`config.mk`:
```
export PLATFORM = sky130hd
export DESIGN_NAME = pir_conditioner
export DESIGN_NICKNAME = d
export VERILOG_FILES = /design/src/rtl/pir_conditioner.sv
export SDC_FILE = /design/constraint.sdc
export NUM_CORES = 1
export LEC_CHECK = 0
export CORE_UTILIZATION = 35
export DETAILED_ROUTE_END_ITERATION = 8
export RECOVER_POWER = 100
export SYNTH_ARGS = -nofsm -noshare
export SYNTH_HDL_FRONTEND = slang
export SYNTH_SLANG_ARGS = --single-unit
```
`constraint.sdc`:
```
create_clock -name clk_148Mhz -period 10.98 [get_ports clk_148Mhz]
set_clock_uncertainty 0.2 [all_clocks]
set_input_delay 2.196 -clock clk_148Mhz [delete_from_list [all_inputs] [get_ports clk_148Mhz]]
set_output_delay 2.196 -clock clk_148Mhz [all_outputs]
set_load 0.01 [all_outputs]
```
`src/rtl/pir_conditioner.sv`:
```
// PIR sensor conditioner: synchronises and debounces the raw PIR pin,
// locks out the sensor during power-up warm-up, then stretches detected
// motion by a hold time and counts motion onsets.
//
// Ports:
//   clk_148Mhz    - system clock
//   reset         - asynchronous, active-high reset
//   pir_raw       - asynchronous PIR sensor pin
//   clear_count   - synchronous clear of event_count (wins over increment)
//   motion_active - conditioned motion level (high in ACTIVE or HOLD)
//   motion_pulse  - one-cycle strobe per accepted motion onset
//   pir_clean     - synchronised and filtered sensor level
//   warmup_done   - high once the warm-up lockout has expired
//   event_count   - saturating 16-bit count of motion onsets
module pir_conditioner #(
    parameter int unsigned FILTER_CYCLES = 148000,
    parameter int unsigned WARMUP_CYCLES = 296000000,
    parameter int unsigned HOLD_CYCLES   = 444000000
) (
    input  logic        clk_148Mhz,
    input  logic        reset,
    input  logic        pir_raw,
    input  logic        clear_count,
    output logic        motion_active,
    output logic        motion_pulse,
    output logic        pir_clean,
    output logic        warmup_done,
    output logic [15:0] event_count
);

    localparam logic [28:0] FILT_LAST = 29'(FILTER_CYCLES - 1);
    localparam logic [28:0] WARM_LAST = 29'(WARMUP_CYCLES - 1);
    localparam logic [28:0] HOLD_LAST = 29'(HOLD_CYCLES - 1);

    typedef enum logic [1:0] {
        WARMUP,
        IDLE,
        ACTIVE,
        HOLD
    } state_t;

    state_t      state;
    logic [1:0]  sync_q;
    logic        pir_sync;
    logic [28:0] filt_cnt;
    logic [28:0] warm_cnt;
    logic [28:0] hold_cnt;
    logic        onset;

    assign pir_sync = sync_q[1];

    // A motion onset is an entry into ACTIVE from IDLE or HOLD.
    always_comb begin
        onset = 1'b0;
        if (pir_clean && (state == IDLE || state == HOLD)) begin
            onset = 1'b1;
        end
    end

    always_ff @(posedge clk_148Mhz or posedge reset) begin
        if (reset) begin
            sync_q <= 2'b00;
        end else begin
            sync_q <= {sync_q[0], pir_raw};
        end
    end

    // pir_clean only follows the synchronised level after it has
    // disagreed for FILTER_CYCLES consecutive cycles.
    always_ff @(posedge clk_148Mhz or posedge reset) begin
        if (reset) begin
            filt_cnt  <= '0;
            pir_clean <= 1'b0;
        end else if (pir_sync != pir_clean) begin
            if (filt_cnt == FILT_LAST) begin
                pir_clean <= ~pir_clean;
                filt_cnt  <= '0;
            end else begin
                filt_cnt <= filt_cnt + 29'd1;
            end
        end else begin
            filt_cnt <= '0;
        end
    end

    // motion_active is set on the same edge as the state it decodes, so it
    // tracks ACTIVE/HOLD exactly; warmup_done lags the IDLE entry by one.
    always_ff @(posedge clk_148Mhz or posedge reset) begin
        if (reset) begin
            state         <= WARMUP;
            warm_cnt      <= '0;
            hold_cnt      <= '0;
            motion_active <= 1'b0;
            motion_pulse  <= 1'b0;
            warmup_done   <= 1'b0;
            event_count   <= 16'h0000;
        end else begin
            motion_pulse <= onset;
            warmup_done  <= (state != WARMUP);

            if (clear_count) begin
                event_count <= 16'h0000;
            end else if (onset && event_count != 16'hFFFF) begin
                event_count <= event_count + 16'd1;
            end

            unique case (state)
                WARMUP: begin
                    if (warm_cnt == WARM_LAST) begin
                        state <= IDLE;
                    end else begin
                        warm_cnt <= warm_cnt + 29'd1;
                    end
                end
                IDLE: begin
                    if (pir_clean) begin
                        state         <= ACTIVE;
                        motion_active <= 1'b1;
                    end
                end
                ACTIVE: begin
                    if (!pir_clean) begin
                        state    <= HOLD;
                        hold_cnt <= '0;
                    end
                end
                HOLD: begin
                    // Retrigger outranks timer expiry.
                    if (pir_clean) begin
                        state <= ACTIVE;
                    end else if (hold_cnt == HOLD_LAST) begin
                        state         <= IDLE;
                        motion_active <= 1'b0;
                    end else begin
                        hold_cnt <= hold_cnt + 29'd1;
                    end
                end
                default: begin
                    state         <= WARMUP;
                    motion_active <= 1'b0;
                end
            endcase
        end
    end

endmodule

```
==> reports/summary.txt, run 1 <==
final std cell area, no fill: 6380 µm²
hold violation count in the final report: 0
clock buffers created by TritonCTS: 9
final weighted congestion of routability-driven global placement: 0.787
ratio of routed vias to standard cells: 5.41
path class of the lowest-slack min-delay path: reg -> reg
Die Y: 129 µm
Total Routing Usage GR: 0.155
worst setup path class: in -> async
detailed placement HPWL: 8030 µm
remaining routing DRC violations: 0
minimum clock period: 4.71 ns
Antenna Cells: 0
sequential share of power: 0.528
CP Data Required Time: 11.19 ns
largest incremental delay on the critical path: 1.32 ns
net switching fraction of the power: 0.203
total number of H-tree levels: 3
total I/O pin count: 24
Total Wirelength: 12200 µm
cell at the slowest stage of the critical path: clkinvlp_2
number of nets in the layout: 618
relative slew slack: -0.578
Distinct cells, synth: 50
effective utilization at floorplan: 0.358
Mapped Area: 5690 µm²
net switching component of the power: 0.158 mW
horizontal die dimension: 129 µm
run status: finished with violations
asr flop ratio synth: 1.00
core box area: 15900 µm²
Slew Limit Fails: 57
hold-fix buffers at CTS: 0
kind of start point of the critical path: input port
root buffer cell: clkbuf_16
cell-by-cell trace of the critical path: dlygate4sd3_1 -> clkinvlp_2 -> buf_4
sum of negative setup slack: 0 ns
1st-pass router iterations: 5
core utilization of the finished layout: 0.401
Max-Cap Viols: 1
area delta synth->final: 12.1%
logic gate share of total power: 0.017
# port buffers: 23
placed instance area: 6090 µm²
starting DRC count in detailed routing: 280
Die Area: 16800 µm²
crit path capture type: async pin
Yosys warnings: 0
Max Clock Freq: 0.212 GHz
number of synthesized flops with an enable pin: 0
number of synthesized register bits: 111
arrival time worst endpoint: 4.92 ns
Syn Nets: 603
portion of total power attributed to the clock network: 0.454
dominant delay contributor by cell family on the critical path: buffers and inverters
post-cts gate resize count: 0
share of post-route cells with drive strength above 1: 0.0407
Worst VDD drop: 76.6 µV
number of cell rows: 46
post-route antenna net violation count: 0
Total Power: 0.777 mW
post-route clock period utilization: 0.429
CTS max path bufs: 2
Pwr per Cell Area: 122 nW/µm²
Fin Hold WS: 0.185 ns
via count: 4492
clock-pin transition on the worst setup and hold timing paths: 0.07 ns
worst skew pair latency: 0.35 ns
unrepaired setup endpoints after global routing: false
mean instance size in the synthesized netlist: 9.56 µm²
dominant register cell in the synthesized netlist: dfrtp_1
Leak Pwr: 2.60 nW
global-route congestion overflow total: 0
average wire per cell in the routed design: 14.6 µm
first-pass GRT wire length: 20800 µm
number of setup buffers added after CTS: 0
violations in the final reports: capacitance limit, slew limit
Power Internal: 0.620 mW
cells after synthesis: 595
via count of the first global-routing pass: 4273
crit path buf inv count: 3
initial antenna violation count: 0
maximum number of pins on one net before global-route repair: 57
final setup violation count: 0
transition time at the pin with the least slew margin: 2.35 ns
reg-to-reg slack, setup: 6.88 ns
TritonCTS clock tree: done
number of sinks driven by the clock tree: 111
post-synthesis sequential area ratio: 0.488
critical-path maximum fanout: 56
## worst reg2reg max path, cell delays in order, from the launching register on
cell and delay, ns:
dfrtp_1 0.46, or4b_2 0.68, nor4_1 0.53, a41o_1 0.93
nand2b_1 0.90, o21ai_0 0.23
## flip-flops by register name, indices dropped and copies added (netlist names)
signal / flops
event_count: 16
pir_clean: 1
sync_q: 2
warm_cnt: 29
motion_active: 1
warmup_done: 1
state: 2
motion_pulse: 1
hold_cnt: 29
filt_cnt: 29
## synthesized netlist by cell type (6+ instances only)
master	number	area share
a21oi_1	17	0.015
a31oi_1	9	0.0099
and3_1	10	0.011
and4_1	14	0.022
clkbuf_1	10	0.0066
dfrtp_1	111	0.49
inv_1	15	0.0099
nand2_1	51	0.034
nand2b_1	6	0.0066
nand3_1	43	0.038
nand4_1	29	0.032
nor2_1	69	0.046
nor3_1	15	0.013
nor4_1	12	0.013
o21ai_0	27	0.024
o31ai_1	17	0.022
xnor2_1	48	0.074
xor2_1	18	0.028
## path summary, 6_finish.rpt
check                        startpoint           end  depth (start not counted)
min                           sync_q[0]     sync_q[1]                          0
min in group asynchronous         reset   warmup_done                          2
max reg2reg                hold_cnt[11]   hold_cnt[7]                          5
min reg2reg                   sync_q[0]     sync_q[1]                          0
max in group clk_148Mhz    hold_cnt[11]   hold_cnt[7]                          5
max                               reset  hold_cnt[22]                          3
## kinds of logic after synthesis
kind of cell / synth area share
and+or+nand+nor: 0.264
DFF: 0.488
buffers and inverters: 0.0319
muxes: 0.00726
AOI/OAI and AO/OA: 0.0981
adders and majority gates: 0.00880
xor gates and xnor gates: 0.102
## power groups by stage
stage / combinational [mW] / clock, mW / sequential, mW
final: 0.0135 / 0.353 / 0.411
after global routing: 0.0163 / 0.380 / 0.411
after CTS: 0.0147 / 0.365 / 0.411
after detailed placement: 0.0146 / 0 / 0.419
after global placement: 0.0143 / 0 / 0.419
after floorplan: 0.0102 / 0 / 0.419
## layout make-up
type	instances	area, µm²
sequential	111	2780
fill	1588	9510
clock inverter	4	77.6
multi-input combinational	447	2690
tap	216	270
timing repair buffer	26	253
inverter	15	57.6
clock buffer	12	246
## cell usage in the layout, fill, tap and decap left out, types with 18 or more instances in the layout
cell and n:
xor2_1 18, nand2_1 51, o21ai_0 32, xnor2_1 48
nand3_1 43, nor2_1 69, nand4_1 29, dfrtp_1 111
dlygate4sd3_1 23
## routing by layer
metal,global-route usage,up-vias,wire length (µm)
met2,0.255,79,5860
met3,0.0273,12,343
met4,0.0499,0,161
met5,0,-,0
li1,-,2174,-
met1,0.209,2227,5800
## through the flow
stage | setup slack [ns] | cells
2_1_floorplan | 5.65 | 595
4_1_cts | 7.09 | 831
5_1_grt | 5.72 | 831
3_3_place_gp | 6.84 | 815
6_report | 6.27 | 831
3_5_place_dp | 6.81 | 815
No activity file was read; power rests on OpenSTA's default activity.
==> run 2: changes to the inputs <==
==> constraint.sdc (replaced) <==
create_clock -name clk_148Mhz -period 3.8 [get_ports clk_148Mhz]
set_clock_uncertainty 0.2 [all_clocks]
set_input_delay 0.76 -clock clk_148Mhz [delete_from_list [all_inputs] [get_ports clk_148Mhz]]
set_output_delay 0.76 -clock clk_148Mhz [all_outputs]
set_load 0.01 [all_outputs]
==> reports/summary.txt, run 2 (synthesized netlist as in run 1, its figures left out) <==
CP Data Required Time: 3.83 ns (was 11.19 ns)
commonest non-fill, non-tap cell in the layout: dfrtp_1 (unchanged)
Slew Limit Fails: 0 (was 57)
final weighted congestion of routability-driven global placement: 0.808 (was 0.787)
Total Routing Usage GR: 0.155 (about the same)
core utilization of the finished layout: 0.404 (was 0.401)
number of cell rows: 46 (unchanged)
worst skew pair latency: 0.36 ns (was 0.35 ns)
hold violation count in the final report: 0 (unchanged)
DR WL met3: 422 µm (was 343 µm)
clock buffers created by TritonCTS: 9 (unchanged)
post-route clock period utilization: 0.744
crit path capture type: flop (was async pin)
Worst VDD drop: 273 µV (was 76.6 µV)
Die Y: 129 µm (unchanged)
initial antenna violation count: 0 (unchanged)
highest-count cells in the layout ignoring fill and taps: dfrtp_1, nor2_1, nand2_1 (unchanged)
path class of the lowest-slack min-delay path: reg -> reg (unchanged)
via count: 4445 (was 4492)
number of filler cells placed in the layout: 1577 (was 1588)
area delta synth->final: 12.9% (was 12.1%)
remaining routing DRC violations: 0 (unchanged)
kind of start point of the critical path: flop (was input port)
first-pass GRT wire length: 20800 µm (about the same)
via count of the first global-routing pass: 4344 (was 4273)
unrepaired setup endpoints after global routing: false (unchanged)
Max-Cap Viols: 0 (was 1)
Total Power: 2.20 mW (was 0.777 mW)
Max Clock Freq: 0.354 GHz
CTS max path bufs: 2 (unchanged)
reg-to-reg slack, setup: 0.97 ns (was 6.88 ns)
Die Area: 16800 µm² (unchanged)
largest registers ranked by flip-flop count: filt_cnt x29, hold_cnt x29, warm_cnt x29 (unchanged)
transition time at the pin with the least slew margin: 1.20 ns (was 2.35 ns)
sum of negative setup slack: 0 ns (unchanged)
met1 wire length: 5840 µm (was 5800 µm)
Pwr per Cell Area: 343 nW/µm² (was 122 nW/µm²)
run status: finished, final reports clean (was finished with violations)
top layer in use: met4 (unchanged)
effective utilization at floorplan: 0.358 (unchanged)
Total Wirelength: 12200 µm (about the same)
Antenna Cells: 0 (unchanged)
1st-pass router iterations: 5 (unchanged)
root buffer cell: clkbuf_16 (unchanged)
hold-fix buffers at CTS: 0 (unchanged)
relative slew slack: 0.193 (was -0.578)
total I/O pin count: 24 (unchanged)
number of setup buffers added after CTS: 0 (unchanged)
ratio of routed vias to standard cells: 5.31 (was 5.41)
arrival time worst endpoint: 2.86 ns (was 4.92 ns)
amount of wire on met2 after detailed routing: 5690 µm (was 5860 µm)
TritonCTS clock tree: done (unchanged)
post-route antenna net violation count: 0 (unchanged)
# port buffers: 23 (unchanged)
maximum number of pins on one net before global-route repair: 52 (was 57)
clock-pin transition on the worst setup and hold timing paths: 0.07 ns (about the same)
post-cts gate resize count: 0 (unchanged)
average wire per cell in the routed design: 14.6 µm (about the same)
global-route congestion overflow total: 0 (unchanged)
horizontal die dimension: 129 µm (unchanged)
total number of H-tree levels: 3 (unchanged)
critical-path maximum fanout: 20 (was 56)
minimum clock period: 2.83 ns
share of post-route cells with drive strength above 1: 0.0515 (was 0.0407)
starting DRC count in detailed routing: 274 (was 280)
number of nets in the layout: 624 (was 618)
core box area: 15900 µm² (unchanged)
detailed placement HPWL: 8200 µm (was 8030 µm)
Leak Pwr: 2.63 nW (was 2.60 nW)
worst setup path class: reg -> reg (was in -> async)
number of sinks driven by the clock tree: 111 (unchanged)
final setup violation count: 0 (unchanged)
## run 2: stage by stage
step,instances,instance area [µm²],setup WS (ns),hold slack [ns]
floorplan,595,5690,1.50,0.131
global placement,821,6150,1.31,0.147
detailed placement,821,6150,1.24,0.139
CTS,837,6450,1.25,0.156
global route,837,6420,0.895,0.175
finish,837,6420,0.974,0.153
## run 2: path summary, 6_finish.rpt
| check | cells past startpoint | end | start |
|---|---|---|---|
| max in group asynchronous | 3 | filt_cnt[13] | reset |
| hold / removal | 0 | sync_q[1] | sync_q[0] |
| setup reg to reg | 6 | hold_cnt[2] | hold_cnt[11] |
| setup / recovery | 6 | hold_cnt[2] | hold_cnt[11] |
| min in group asynchronous | 2 | filt_cnt[3] | reset |
| hold reg to reg | 0 | sync_q[1] | sync_q[0] |
## run 2: report_power, final
part | switching (mW) | internal, mW
clock network | 0.451 | 0.521
registers | 0.00238 | 1.18
logic | 0.0339 | 0.00963
total | 0.488 | 1.71
## run 2: cell type report
| class | instances | area (µm²) | area share |
|---|---|---|---|
| clock buffers | 11 | 233 | 0.0362 |
| clock inverters | 5 | 66.3 | 0.0103 |
| inverters | 15 | 57.6 | 0.00896 |
| multi-input cells | 447 | 2710 | 0.422 |
| flip-flops and latches | 111 | 2780 | 0.433 |
| well taps | 216 | 270 | 0.0421 |
| repair buffers | 32 | 307 | 0.0477 |
## run 2: routing by layer
metal | vias to the layer above | global-route usage
met1 | 2141 | 0.207
met3 | 18 | 0.0227
met2 | 99 | 0.250
li1 | 2187 | -
met5 | - | 0
met4 | 0 | 0.0705
## run 2: critical path, stage by stage (launching register included)
cell,delay (ns)
dfrtp_1,0.46
or4b_2,0.68
nor4_1,0.40
a41o_2,0.26
nand2b_1,0.25
buf_4,0.30
o21ai_0,0.14
==> run 3: changes to the inputs <==
==> constraint.sdc (replaced) <==
create_clock -name clk_148Mhz -period 2.75 [get_ports clk_148Mhz]
set_clock_uncertainty 0.2 [all_clocks]
set_input_delay 0.55 -clock clk_148Mhz [delete_from_list [all_inputs] [get_ports clk_148Mhz]]
set_output_delay 0.55 -clock clk_148Mhz [all_outputs]
set_load 0.01 [all_outputs]
==> reports/summary.txt, run 3 (synthesized netlist as in run 1, its figures left out) <==
Fin Hold WS: 0.175 ns (was 0.153 ns)
root buffer cell: clkbuf_16 (unchanged)
core box area: 15900 µm² (unchanged)
number of nets in the layout: 630 (was 624)
# port buffers: 23 (unchanged)
Max-Cap Viols: 0 (unchanged)
area delta synth->final: 13.9% (was 12.9%)
number of sinks driven by the clock tree: 111 (unchanged)
total I/O pin count: 24 (unchanged)
cell depth of the worst hold path: 0 (unchanged)
end of the worst register-to-register path: state[1] (was hold_cnt[2])
TritonCTS clock tree: done (unchanged)
number of cell rows: 46 (unchanged)
post-cts gate resize count: 0 (unchanged)
maximum number of pins on one net before global-route repair: 112 (was 52)
initial antenna violation count: 0 (unchanged)
Die Y: 129 µm (unchanged)
Slew Limit Fails: 111 (was 0)
post-route clock period utilization: 0.887 (was 0.744)
detailed placement HPWL: 8090 µm (was 8200 µm)
via count: 4521 (was 4445)
Die Area: 16800 µm² (unchanged)
start point of the worst min-delay path: sync_q[0] (unchanged)
crit path capture type: flop (unchanged)
starting DRC count in detailed routing: 244 (was 274)
clock-pin transition on the worst setup and hold timing paths: 0.07 ns (about the same)
worst setup path class: reg -> reg (unchanged)
reg2reg path depth: 6 (unchanged)
Max Clock Freq: 0.410 GHz (was 0.354 GHz)
worst skew pair latency: 0.36 ns (about the same)
relative slew slack: -0.0131 (was 0.193)
path class of the lowest-slack min-delay path: reg -> reg (unchanged)
Worst VDD drop: 299 µV (was 273 µV)
horizontal die dimension: 129 µm (unchanged)
WHS Endpoint: sync_q[1] (unchanged)
core utilization of the finished layout: 0.408 (was 0.404)
hold-fix buffers at CTS: 0 (unchanged)
remaining routing DRC violations: 0 (unchanged)
unrepaired setup endpoints after global routing: false (unchanged)
number of setup buffers added after CTS: 0 (unchanged)
CTS max path bufs: 2 (unchanged)
r2r startpoint: hold_cnt[11] (unchanged)
placed instance area: 6190 µm² (was 6150 µm²)
Pwr per Cell Area: 486 nW/µm² (was 343 nW/µm²)
run status: finished with violations (was finished, final reports clean)
post-route antenna net violation count: 0 (unchanged)
total number of H-tree levels: 3 (unchanged)
global-route congestion overflow total: 0 (unchanged)
Total Routing Usage GR: 0.157 (was 0.155)
highest-count cells in the layout ignoring fill and taps: dfrtp_1, nor2_1, nand2_1 (unchanged)
final weighted congestion of routability-driven global placement: 0.819 (was 0.808)
final std cell area, no fill: 6480 µm² (was 6420 µm²)
transition time at the pin with the least slew margin: 1.52 ns (was 1.20 ns)
CP Data Required Time: 2.80 ns (was 3.83 ns)
minimum clock period: 2.44 ns (was 2.83 ns)
violations in the final reports: slew limit
critical-path maximum fanout: 18 (was 20)
1st-pass router iterations: 5 (unchanged)
kind of start point of the critical path: flop (unchanged)
arrival time worst endpoint: 2.49 ns (was 2.86 ns)
average wire per cell in the routed design: 14.4 µm (was 14.6 µm)
hold violation count in the final report: 0 (unchanged)
number of filler cells placed in the layout: 1590 (was 1577)
sum of negative setup slack: 0 ns (unchanged)
reg-to-reg slack, setup: 0.31 ns (was 0.97 ns)
first-pass GRT wire length: 20900 µm (was 20800 µm)
commonest non-fill, non-tap cell in the layout: dfrtp_1 (unchanged)
effective utilization at floorplan: 0.358 (unchanged)
via count of the first global-routing pass: 4364 (was 4344)
clock buffers created by TritonCTS: 9 (unchanged)
Total Wirelength: 12100 µm (was 12200 µm)
final setup violation count: 0 (unchanged)
largest registers ranked by flip-flop count: filt_cnt x29, hold_cnt x29, warm_cnt x29 (unchanged)
share of post-route cells with drive strength above 1: 0.0575 (was 0.0515)
ratio of routed vias to standard cells: 5.37 (was 5.31)
Antenna Cells: 0 (unchanged)
Leak Pwr: 2.66 nW (was 2.63 nW)
## run 3: power by group
| group | internal [mW] | switching [mW] |
|---|---|---|
| Clock | 0.847 | 0.603 |
| Combinational | 0.0111 | 0.0462 |
| Sequential | 1.64 | 0.00343 |
| Total | 2.49 | 0.653 |
## run 3: how the worst max path moves through the flow
stage	from	to	slack (ns)	depth (start not counted)
finish	hold_cnt[11]	state[1]	0.31	6
global route	reset	hold_cnt[7]	0.16	3
CTS	hold_cnt[11]	state[1]	0.33	6
detailed placement	hold_cnt[11]	state[1]	0.35	6
global placement	hold_cnt[11]	state[1]	0.38	6
floorplan	hold_cnt[11]	hold_cnt[19]	0.46	8
## run 3: worst max-delay path, stage by stage, from the launching register on
cell and delay [ns]:
dfrtp_1 0.47, or4b_1 0.60, nor4_4 0.29, a41o_2 0.25
buf_4 0.22, a21oi_1 0.09, or2_1 0.21
## run 3: cell type report
class                      instances  area [µm²]  share of cell area
clock buffer                      11         253              0.0390
clock inverter                     4        76.3              0.0118
inverter                          15        60.1             0.00927
multi-input combinational        447        2710               0.418
sequential                       111        2780               0.429
tap                              216         270              0.0417
timing repair buffer              38         332              0.0512
## run 3: per-layer routing
layer	vias to the layer above	global-route usage	wire length [µm]
met5	-	0	0
met4	0	0.0705	221
met3	14	0.0347	416
met2	82	0.248	5800
met1	2238	0.207	5670
li1	2187	-	-
## run 3: through the flow
| stage | cells | setup slack (ns) | power [mW] |
|---|---|---|---|
| CTS | 842 | 0.333 | 3.20 |
| detailed placement | 827 | 0.354 | 1.74 |
| finish | 842 | 0.312 | 3.15 |
| global placement | 827 | 0.378 | 1.73 |
| global route | 842 | 0.164 | 3.27 |
| floorplan | 595 | 0.463 | 1.71 |
